**src/rtl/id_ex_operand_stage.sv**
```systemverilog
// ID/EX operand register: resolves rs1/rs2 forwarding at capture time and
// holds ALU operands, opcode and writeback control for the EX stage.
//
// Ports:
//   clk_i, rst_i (sync, active-high), flush_i
//   id_*   : decoded instruction + valid/ready handshake from ID
//   mem_fwd_* / wb_fwd_* : forwarding sources from EX/MEM and MEM/WB
//   ex_*   : registered ALU operands/opcode/writeback control + handshake

package riscv_pkg;
    typedef enum logic [3:0] {
        ALU_ADD  = 4'd0,
        ALU_SUB  = 4'd1,
        ALU_SLL  = 4'd2,
        ALU_SLT  = 4'd3,
        ALU_SLTU = 4'd4,
        ALU_XOR  = 4'd5,
        ALU_SRL  = 4'd6,
        ALU_SRA  = 4'd7,
        ALU_OR   = 4'd8,
        ALU_AND  = 4'd9
    } alu_op_e;
endpackage

module id_ex_operand_stage
    import riscv_pkg::*;
#(
    parameter int DATA_WIDTH = 32,
    parameter int REG_ADDR_W = 5
) (
    input  logic                  clk_i,
    input  logic                  rst_i,
    input  logic                  flush_i,
    input  logic                  id_valid_i,
    output logic                  id_ready_o,
    input  logic [DATA_WIDTH-1:0] id_pc_i,
    input  logic [REG_ADDR_W-1:0] id_rs1_addr_i,
    input  logic [REG_ADDR_W-1:0] id_rs2_addr_i,
    input  logic [DATA_WIDTH-1:0] id_rs1_data_i,
    input  logic [DATA_WIDTH-1:0] id_rs2_data_i,
    input  logic [DATA_WIDTH-1:0] id_imm_i,
    input  logic                  id_src_a_pc_i,
    input  logic                  id_src_b_imm_i,
    input  alu_op_e               id_alu_op_i,
    input  logic [REG_ADDR_W-1:0] id_rd_addr_i,
    input  logic                  id_rd_we_i,
    input  logic                  mem_fwd_we_i,
    input  logic [REG_ADDR_W-1:0] mem_fwd_rd_i,
    input  logic [DATA_WIDTH-1:0] mem_fwd_data_i,
    input  logic                  wb_fwd_we_i,
    input  logic [REG_ADDR_W-1:0] wb_fwd_rd_i,
    input  logic [DATA_WIDTH-1:0] wb_fwd_data_i,
    output logic                  ex_valid_o,
    input  logic                  ex_ready_i,
    output logic [DATA_WIDTH-1:0] ex_operand_a_o,
    output logic [DATA_WIDTH-1:0] ex_operand_b_o,
    output logic [DATA_WIDTH-1:0] ex_store_data_o,
    output alu_op_e               ex_alu_op_o,
    output logic [REG_ADDR_W-1:0] ex_rd_addr_o,
    output logic                  ex_rd_we_o
);

    logic                  valid_q, valid_d;
    logic [DATA_WIDTH-1:0] op_a_q, op_a_d;
    logic [DATA_WIDTH-1:0] op_b_q, op_b_d;
    logic [DATA_WIDTH-1:0] st_q, st_d;
    alu_op_e               alu_op_q, alu_op_d;
    logic [REG_ADDR_W-1:0] rd_q, rd_d;
    logic                  rd_we_q, rd_we_d;

    logic                  capture;
    logic [DATA_WIDTH-1:0] fwd_rs1;
    logic [DATA_WIDTH-1:0] fwd_rs2;

    // x0 is hardwired zero; MEM is younger than WB so it takes priority.
    function automatic logic [DATA_WIDTH-1:0] resolve(
        input logic [REG_ADDR_W-1:0] idx,
        input logic [DATA_WIDTH-1:0] rf
    );
        if (idx == '0)
            return '0;
        else if (mem_fwd_we_i && (mem_fwd_rd_i == idx))
            return mem_fwd_data_i;
        else if (wb_fwd_we_i && (wb_fwd_rd_i == idx))
            return wb_fwd_data_i;
        else
            return rf;
    endfunction

    assign id_ready_o = !valid_q || ex_ready_i;
    assign capture    = id_valid_i && id_ready_o && !flush_i;
    assign fwd_rs1    = resolve(id_rs1_addr_i, id_rs1_data_i);
    assign fwd_rs2    = resolve(id_rs2_addr_i, id_rs2_data_i);

    always_comb begin
        valid_d  = valid_q;
        op_a_d   = op_a_q;
        op_b_d   = op_b_q;
        st_d     = st_q;
        alu_op_d = alu_op_q;
        rd_d     = rd_q;
        rd_we_d  = rd_we_q;

        if (capture) begin
            valid_d  = 1'b1;
            op_a_d   = id_src_a_pc_i ? id_pc_i : fwd_rs1;
            op_b_d   = id_src_b_imm_i ? id_imm_i : fwd_rs2;
            st_d     = fwd_rs2;
            alu_op_d = id_alu_op_i;
            rd_d     = id_rd_addr_i;
            rd_we_d  = id_rd_we_i;
        end else if (flush_i || ex_ready_i) begin
            valid_d = 1'b0;
            rd_we_d = 1'b0;
        end
    end

    always_ff @(posedge clk_i) begin
        if (rst_i) begin
            valid_q  <= 1'b0;
            op_a_q   <= '0;
            op_b_q   <= '0;
            st_q     <= '0;
            alu_op_q <= ALU_ADD;
            rd_q     <= '0;
            rd_we_q  <= 1'b0;
        end else begin
            valid_q  <= valid_d;
            op_a_q   <= op_a_d;
            op_b_q   <= op_b_d;
            st_q     <= st_d;
            alu_op_q <= alu_op_d;
            rd_q     <= rd_d;
            rd_we_q  <= rd_we_d;
        end
    end

    assign ex_valid_o      = valid_q;
    assign ex_operand_a_o  = op_a_q;
    assign ex_operand_b_o  = op_b_q;
    assign ex_store_data_o = st_q;
    assign ex_alu_op_o     = alu_op_q;
    assign ex_rd_addr_o    = rd_q;
    // Write enable never escapes without a valid instruction behind it.
    assign ex_rd_we_o      = rd_we_q && valid_q;

endmodule
```
**config.mk**
```make
export PLATFORM = sky130hd
export DESIGN_NAME = id_ex_operand_stage
export DESIGN_NICKNAME = d
export VERILOG_FILES = /design/src/rtl/id_ex_operand_stage.sv
export SDC_FILE = /design/constraint.sdc
export NUM_CORES = 1
export LEC_CHECK = 0
export CAP_MARGIN = 20
export CORE_AREA = 5 5 130 132
export DETAILED_ROUTE_END_ITERATION = 10
export DIE_AREA = 0 0 135 137
export GPL_ROUTABILITY_DRIVEN = 0
export PLACE_DENSITY = 0.89
export SYNTH_ARGS = -nofsm -noshare
export SYNTH_HDL_FRONTEND = slang
export SYNTH_SLANG_ARGS = --single-unit
```
**constraint.sdc**
```tcl
create_clock -name clk_i -period 3.85 [get_ports clk_i]
set_input_delay 0.5775 -clock clk_i [delete_from_list [all_inputs] [get_ports clk_i]]
set_output_delay 0.5775 -clock clk_i [all_outputs]
set_load 0.005 [all_outputs]
```
==> results of run 1 <==
-- per-layer routing --
layer / track usage / up-vias
met5: 0 / -
li1: - / 3490
met1: 0.366 / 3650
met4: 0.180 / 0
met3: 0.0827 / 123
met2: 0.507 / 693
-- placed cells by master, fill, tap and decap left out, types with 2 or more instances in the layout --
cell type | netlist | final
a221oi_1 | 6 | 6
dfxtp_1 | 107 | 107
or2_2 | 2 | 2
o31ai_1 | 32 | 32
and3_1 | 33 | 33
a21oi_1 | 76 | 76
nand3_1 | 2 | 2
o32ai_1 | 32 | 32
clkdlybuf4s50_1 | 0 | 337
xnor2_1 | 14 | 14
a221oi_2 | 26 | 26
and2_1 | 34 | 33
inv_1 | 3 | 3
a41oi_1 | 31 | 31
nor2_4 | 0 | 4
o21ai_0 | 32 | 32
clkbuf_1 | 64 | 3
clkbuf_16 | 0 | 9
nand2b_1 | 33 | 32
a311oi_1 | 32 | 32
buf_4 | 1 | 18
nor2_1 | 37 | 33
a31oi_1 | 2 | 2
xor2_1 | 6 | 6
nand4_1 | 2 | 2
bufinv_16 | 0 | 2
nor3_1 | 3 | 2
nand2_1 | 149 | 148
-- registers in the layout, indices dropped and copies added (netlist names) --
register	count
ex_alu_op_o	4
ex_operand_a_o	32
ex_operand_b_o	32
ex_rd_addr_o	5
ex_store_data_o	32
ex_valid_o	1
rd_we_q	1
-- logic make-up after synthesis --
family / after synthesis
AOI/OAI and AO/OA: 272
xor gates and xnor gates: 20
buffers and inverters: 81
DFF: 107
and+or+nand+nor: 300
-- per-stage QoR --
| step | worst slack, ps | area, sq um |
|---|---|---|
| 2_1_floorplan | 1680 | 6150 |
| 3_3_place_gp | 773 | 9690 |
| 3_5_place_dp | 648 | 9690 |
| 4_1_cts | 1020 | 10000 |
| 5_1_grt | 884 | 10000 |
| 6_report | 977 | 10000 |
-- layout make-up --
cell class / count / area, sq um / share of cell area
Sequential cell: 107 / 2140 / 0.214
Multi-Input combinational cell: 592 / 3740 / 0.374
Clock buffer: 13 / 250 / 0.0250
Clock inverter: 2 / 60.1 / 0.00600
Inverter: 3 / 11.3 / 0.00113
Tap cell: 216 / 270 / 0.0270
Timing Repair Buffer: 357 / 3530 / 0.353
-- worst reg2reg max path: stages, from the launching register on --
cell,delay [ps]
dfxtp_1,340
nand2b_2,80
buf_4,430
nand2_2,160
nor2_4,800
a41oi_1,280
-- power groups by stage --
stage / sequential, uW / clock, uW / combinational (uW)
after floorplan: 1240 / 0 / 291
after global placement: 1230 / 0 / 776
after detailed placement: 1240 / 0 / 786
after CTS: 1210 / 1010 / 792
after global routing: 1220 / 1060 / 850
final: 1210 / 1000 / 805
-- worst max path at each step --
| stage | depth (start not counted) | to | start | slack [ps] |
|---|---|---|---|---|
| after floorplan | 7 | ex_operand_b_o[10] | id_rs2_addr_i[3] | 1680 |
| after global placement | 7 | ex_operand_b_o[31] | id_rs2_addr_i[3] | 770 |
| after detailed placement | 7 | ex_operand_b_o[30] | id_rs2_addr_i[3] | 650 |
| after CTS | 7 | ex_operand_b_o[30] | id_rs2_addr_i[3] | 1020 |
| after global routing | 7 | ex_operand_b_o[30] | id_rs2_addr_i[3] | 880 |
| final | 7 | ex_operand_b_o[30] | id_rs2_addr_i[3] | 980 |
==> results by group, run 1 <==
STA
  • Final worst-path cycle share: 0.746
  • RSZ-0062 raised after global routing: false
  • Fmax: 348 MHz
  • Post-route clock skew: 5.22 ps
  • Final setup fails: 0
  • Relative slew slack: 0.340
  • Minimum clock period: 2870 ps
  • Final Hold Viols: 0
  • Worst-Margin Slew: 987 ps
  • Post-route setup TNS: 0 ps
  • Fin Hold WS: 456 ps
  • Slew Viols, Final: 0

Setup path
  • Slowest stage delay, CP: 670 ps
  • Kind of critical path: input pin to flip-flop
  • Worst r2r dst: ex_operand_a_o[25]
  • Worst path top cell family by delay: buffers and inverters
  • CP max-delay cell: or4_2
  • Worst r2r src: ex_valid_o
  • Flop2flop setup slack: 1560 ps
  • Critical path arrival: 3060 ps
  • CP required: 4040 ps
  • CP Max Fanout: 32
  • Worst setup EP type: flip-flop
  • Crit path buffers/inverters: 2
  • Crit path cell chain: clkdlybuf4s50_1 > xnor2_1 > nand3_1 > or4_2 > buf_4 > a221oi_1 > o32ai_1
  • Cells on worst reg2reg path: 5
  • Startpoint Class: input pin

Routing
  • DR DRC count: 0
  • Met2 WL: 14,000 microns
  • Vias per inst: 6.17
  • Routed wire length: 30,200 microns
  • Routed via count: 7,956
  • Per-cell routed wire length: 23.4 microns
  • Metal3 WL: 3970 microns
  • Final antenna-violating net count: 0
  • Top Layer Used: met4
  • Metal1 wirelength: 10,800 microns
  • TritonRoute pass-1 iters: 6
  • DR iter-0 viols: 1,012

Outcome
  • Status: complete, no violations

Power
  • Psw: 808 uW
  • Clk network pwr share: 0.332
  • Reg power frac: 0.401
  • Overall power: 3020 uW
  • Int Pwr: 2210 uW
  • Peak supply drop: 0.188 mV
  • PwrDens: 302 nW/um^2
  • Leakage: 0.00360 uW
  • Logic pwr share: 0.266
  • Switch share: 0.268

Synthesis
  • Ys async rst share: 0
  • Post-Synth Simple-Gate Area: 0.229
  • XOR/XNOR share of the synthesized area: 0.0285
  • Largest family of logic cells by synthesized area: compound AO/OA/AOI/OAI gates
  • Post-synthesis sequential area ratio: 0.348
  • Top cells by area, synth: dfxtp_1 35%, nand2_1 9.1%, a221oi_2 6.3%
  • Largest area contributor in the netlist: dfxtp_1
  • Yosys warns: 0
  • Synth top cells by count: 149 x nand2_1, 107 x dfxtp_1, 76 x a21oi_1
  • Flop and latch count out of synthesis: 107
  • Mapped cell area: 6150 sq um
  • Post-synthesis compound-gate area fraction: 0.340
  • Syn Inst Count: 780
  • Adder-Cell Fraction of Synth Area: 0
  • Count leader, synth: nand2_1
  • Yosys top cell area share: 0.348
  • Multiplexer share of the synthesized area: 0
  • Synth Area per Inst: 7.89 sq um
  • Top_reg_cell synth: dfxtp_1
  • Synth cell types: 35
  • Syn_nets: 1,011
  • Number of synthesized flops with an enable pin: 0

Placement
  • Inst Count DP: 1,275
  • PortBufs: 338
  • DP HPWL: 20,800 microns

Clock network
  • Total setup buffers inserted after CTS: 0
  • Inserted Clock Buffers: 9
  • CTS clk-pin slew, worst paths: 70 ps
  • Clk_lat worst skew: 340 ps
  • H-tree lvl count: 3
  • Hold_buf cts: 0
  • Clk sinks: 107
  • # resized after CTS: 0
  • CTS tree: yes
  • Max Root-Sink Buffers: 2
  • Root Buffer: clkbuf_16

Floorplanning
  • DIE AREA: 18,500 sq um
  • Io pins: 339
  • Core ar.: 15,600 sq um
  • Rows: 46
  • Initial core utilization: 0.395
  • Die H: 137 microns
  • Die X: 135 microns

Final layout
  • Non-filler cells, final: 1,290
  • Area delta synth->final: 62.6%
  • Filler instances: 1,268
  • Layout Nets: 1,301
  • Share of layout cells above drive strength 1: 0.0661
  • Fin util: 0.641
  • Antenna Cells: 0

Global route
  • Largest net degree at the start of global routing: 75
  • Initial antenna violation count: 0
  • Grt total ovfl: 0
  • First-pass GRT wire length: 44,800 microns
  • Gr usage total: 0.309
  • Vias in the first global route: 8,112

Worst hold path
  • HP Start: ex_rd_addr_o[1]
  • HP Class: flip-flop to flip-flop
  • Hold endpoint: ex_rd_addr_o[1]
  • Hold path cells: 2

Run
  • Number of max-cap violations: 0
(Power assumes the default switching activity.)
==> run 2, diff against run 1 <==
- CORE_AREA: 5 5 130 132 -> default
- CORE_MARGIN: default -> 5
- CORE_UTILIZATION: default -> 36
- DIE_AREA: 0 0 135 137 -> default
- PLACE_DENSITY: 0.89 -> 0.85
- clock period: 3.85 -> 2.45 ns (I/O delays scaled with it)
==> run 2 against run 1 <==
  * Non-clock buffer count up 27
  * Flip-flop and latch count stayed put
  * First-iteration DRC count fell by 38%
  * Die area up 7.1%
  * Count of clock-buffer cells in the layout is 1 lower
  * Design area up 4.6%
  * Via count down 0.64%
  * Combinational power is 64% higher
  * Global-route usage fell by 2.8 points
  * Worst hold slack worse by 3.6 ps
  * Register-to-register slack worse by 1000 ps
  * Clock skew increased by 0.50 ps
  * Critical path type unchanged
==> results by group, run 2 (synthesis gave the netlist of run 1 again) <==
Setup path
  • Slowest stage delay, CP: 550 ps (-120 ps)
  • Most used cell, CP: buf_12
  • Critical path arrival: 2510 ps (-550 ps)
  • CP Max Fanout: 17 (-47%)
  • Crit path buffers/inverters: 3 (+1)
  • Crit path cell chain: clkdlybuf4s50_1 > xnor2_1 > nand3_1 > or4_4 > buf_12 > buf_12 > a221oi_2 > o32ai_1
  • Worst path top cell family by delay: buffers and inverters
  • Kind of critical path: input pin to flip-flop
  • Startpoint Class: input pin
  • Worst setup EP type: flip-flop
  • CP max-delay cell: or4_4
  • CP required: 2640 ps (-1400 ps)

Power
  • Leakage: 0.00382 uW (+6.0%)
  • PwrDens: 470 nW/um^2 (+56%)
  • Overall power: 4920 uW (+63%)
  • Peak supply drop: 0.316 mV (+68%)

STA
  • Final Hold Viols: 0 (unchanged)
  • Worst-Margin Slew: 962 ps (-25.4 ps)
  • Final worst-path cycle share: 0.946
  • Minimum clock period: 2320 ps
  • Fmax: 431 MHz
  • Final setup fails: 0 (unchanged)
  • Slew Viols, Final: 0 (unchanged)
  • Relative slew slack: 0.357 (+0.0170)
  • Post-route clock skew: 5.72 ps (+0.504 ps)
  • Fin Hold WS: 453 ps (-3.58 ps)
  • RSZ-0062 raised after global routing: false
  • Post-route setup TNS: 0 ps (unchanged)

Global route
  • First-pass GRT wire length: 44,500 microns (-0.56%)
  • Grt total ovfl: 0 (unchanged)
  • Met1 Use GR: 0.333 (-0.0325)
  • Gr usage total: 0.281 (-0.0281)
  • Met2 track utilization from global routing: 0.476 (-0.0311)
  • Initial antenna violation count: 1 (+1)
  • Vias in the first global route: 8,053 (-0.73%)
  • Met3 usage: 0.0637 (-0.0191)
  • Busiest metal layer after global routing: met2
  • Largest net degree at the start of global routing: 60 (-20%)

Routing
  • TritonRoute pass-1 iters: 5 (-1)
  • Routed wire length: 29,800 microns (-1.4%)
  • Routed via count: 7,905 (-0.64%)
  • Final antenna-violating net count: 0 (unchanged)
  • DR DRC count: 0 (unchanged)
  • Per-cell routed wire length: 22.5 microns (-3.8%)
  • DR iter-0 viols: 630 (-38%)
  • Vias per inst: 5.98 (-3.1%)

Placement
  • PortBufs: 338 (unchanged)
  • DP HPWL: 21,300 microns (+2.3%)

Outcome
  • Status: complete, no violations

Clock network
  • Clk_lat worst skew: 340 ps (about the same)
  • Clk sinks: 107 (unchanged)
  • H-tree lvl count: 3 (unchanged)
  • Max Root-Sink Buffers: 2 (unchanged)
  • Root Buffer: clkbuf_16
  • CTS tree: yes
  • Inserted Clock Buffers: 9 (unchanged)
  • CTS clk-pin slew, worst paths: 70 ps (about the same)

Final layout
  • Filler instances: 1,436 (+13%)
  • Share of layout cells above drive strength 1: 0.0926 (+0.0265)
  • Area delta synth->final: 70.1%
  • Layout Nets: 1,328 (+2.1%)
  • Commonest non-fill, non-tap cell in the layout: clkdlybuf4s50_1
  • Leading cell types in the layout, fill and taps excluded: 336 x clkdlybuf4s50_1, 147 x nand2_1, 107 x dfxtp_1, 76 x a21oi_1

Run
  • Number of max-cap violations: 0 (unchanged)

Floorplanning
  • Initial core utilization: 0.368 (-0.0261)
  • Core ar.: 16,700 sq um (+7.1%)
  • Io pins: 339 (unchanged)
  • Die X: 141 microns (+4.3%)
  • Rows: 47 (+2.2%)
  • Die H: 141 microns (+2.7%)
  • DIE AREA: 19,800 sq um (+7.1%)

Worst hold path
  • HP Class: flip-flop to flip-flop
-- run 2: repair_timing --
item                       in CTS  in global routing
setup endpoints to repair       0                 26
hold buffers                    0                  0
setup buffers                   0                  1
gates resized for setup         0                  5
-- run 2: where the power goes --
| part | internal (uW) | switching (uW) | leakage, uW |
|---|---|---|---|
| registers | 1840 | 64.1 | 0.000876 |
| clock network | 1030 | 665 | 0.000163 |
| logic | 761 | 556 | 0.00278 |
| total | 3630 | 1290 | 0.00382 |
-- run 2: path summary, 6_finish.rpt --
path                       startpoint                   to  slack [ps]  cells past startpoint
setup / recovery       wb_fwd_rd_i[1]   ex_operand_b_o[22]         130                      8
hold reg to reg   ex_store_data_o[30]  ex_store_data_o[30]         450                      2
setup reg to reg           ex_valid_o   ex_operand_a_o[14]         550                      7
hold / removal    ex_store_data_o[30]  ex_store_data_o[30]         450                      2
-- run 2: cell type report --
type / count / area, sq um / share of cell area
multi-input combinational: 592 / 3790 / 0.362
inverter: 3 / 11.3 / 0.00108
clock inverter: 4 / 97.6 / 0.00932
tap: 220 / 275 / 0.0263
timing repair buffer: 384 / 3910 / 0.373
clock buffer: 12 / 246 / 0.0235
antenna: 1 / 2.50 / 0.000239
sequential: 107 / 2140 / 0.205
-- run 2: routing by layer --
layer  part of all wire  wire length [microns]
met5                  0                      0
met4              0.048                   1440
met3               0.10                   3030
met2               0.47                  14000
met1               0.38                  11300
-- run 2: per-stage QoR --
stage               cells  instance area (sq um)   util  worst slack (ps)
floorplan             780                   6150      -               488
global placement     1305                  10100  0.602              -291
detailed placement   1305                  10100  0.602              -328
CTS                  1321                  10400  0.623              32.2
global route         1323                  10500  0.627               128
finish               1323                  10500  0.627               131
-- run 2: worst register-to-register path: stages (launching register included) --
cell and delay [ps]:
dfxtp_1 390, nand2b_2 100, and2_2 230, buf_4 220, nand4_1 110, buf_4 360
o21ai_0 170, a41oi_1 230
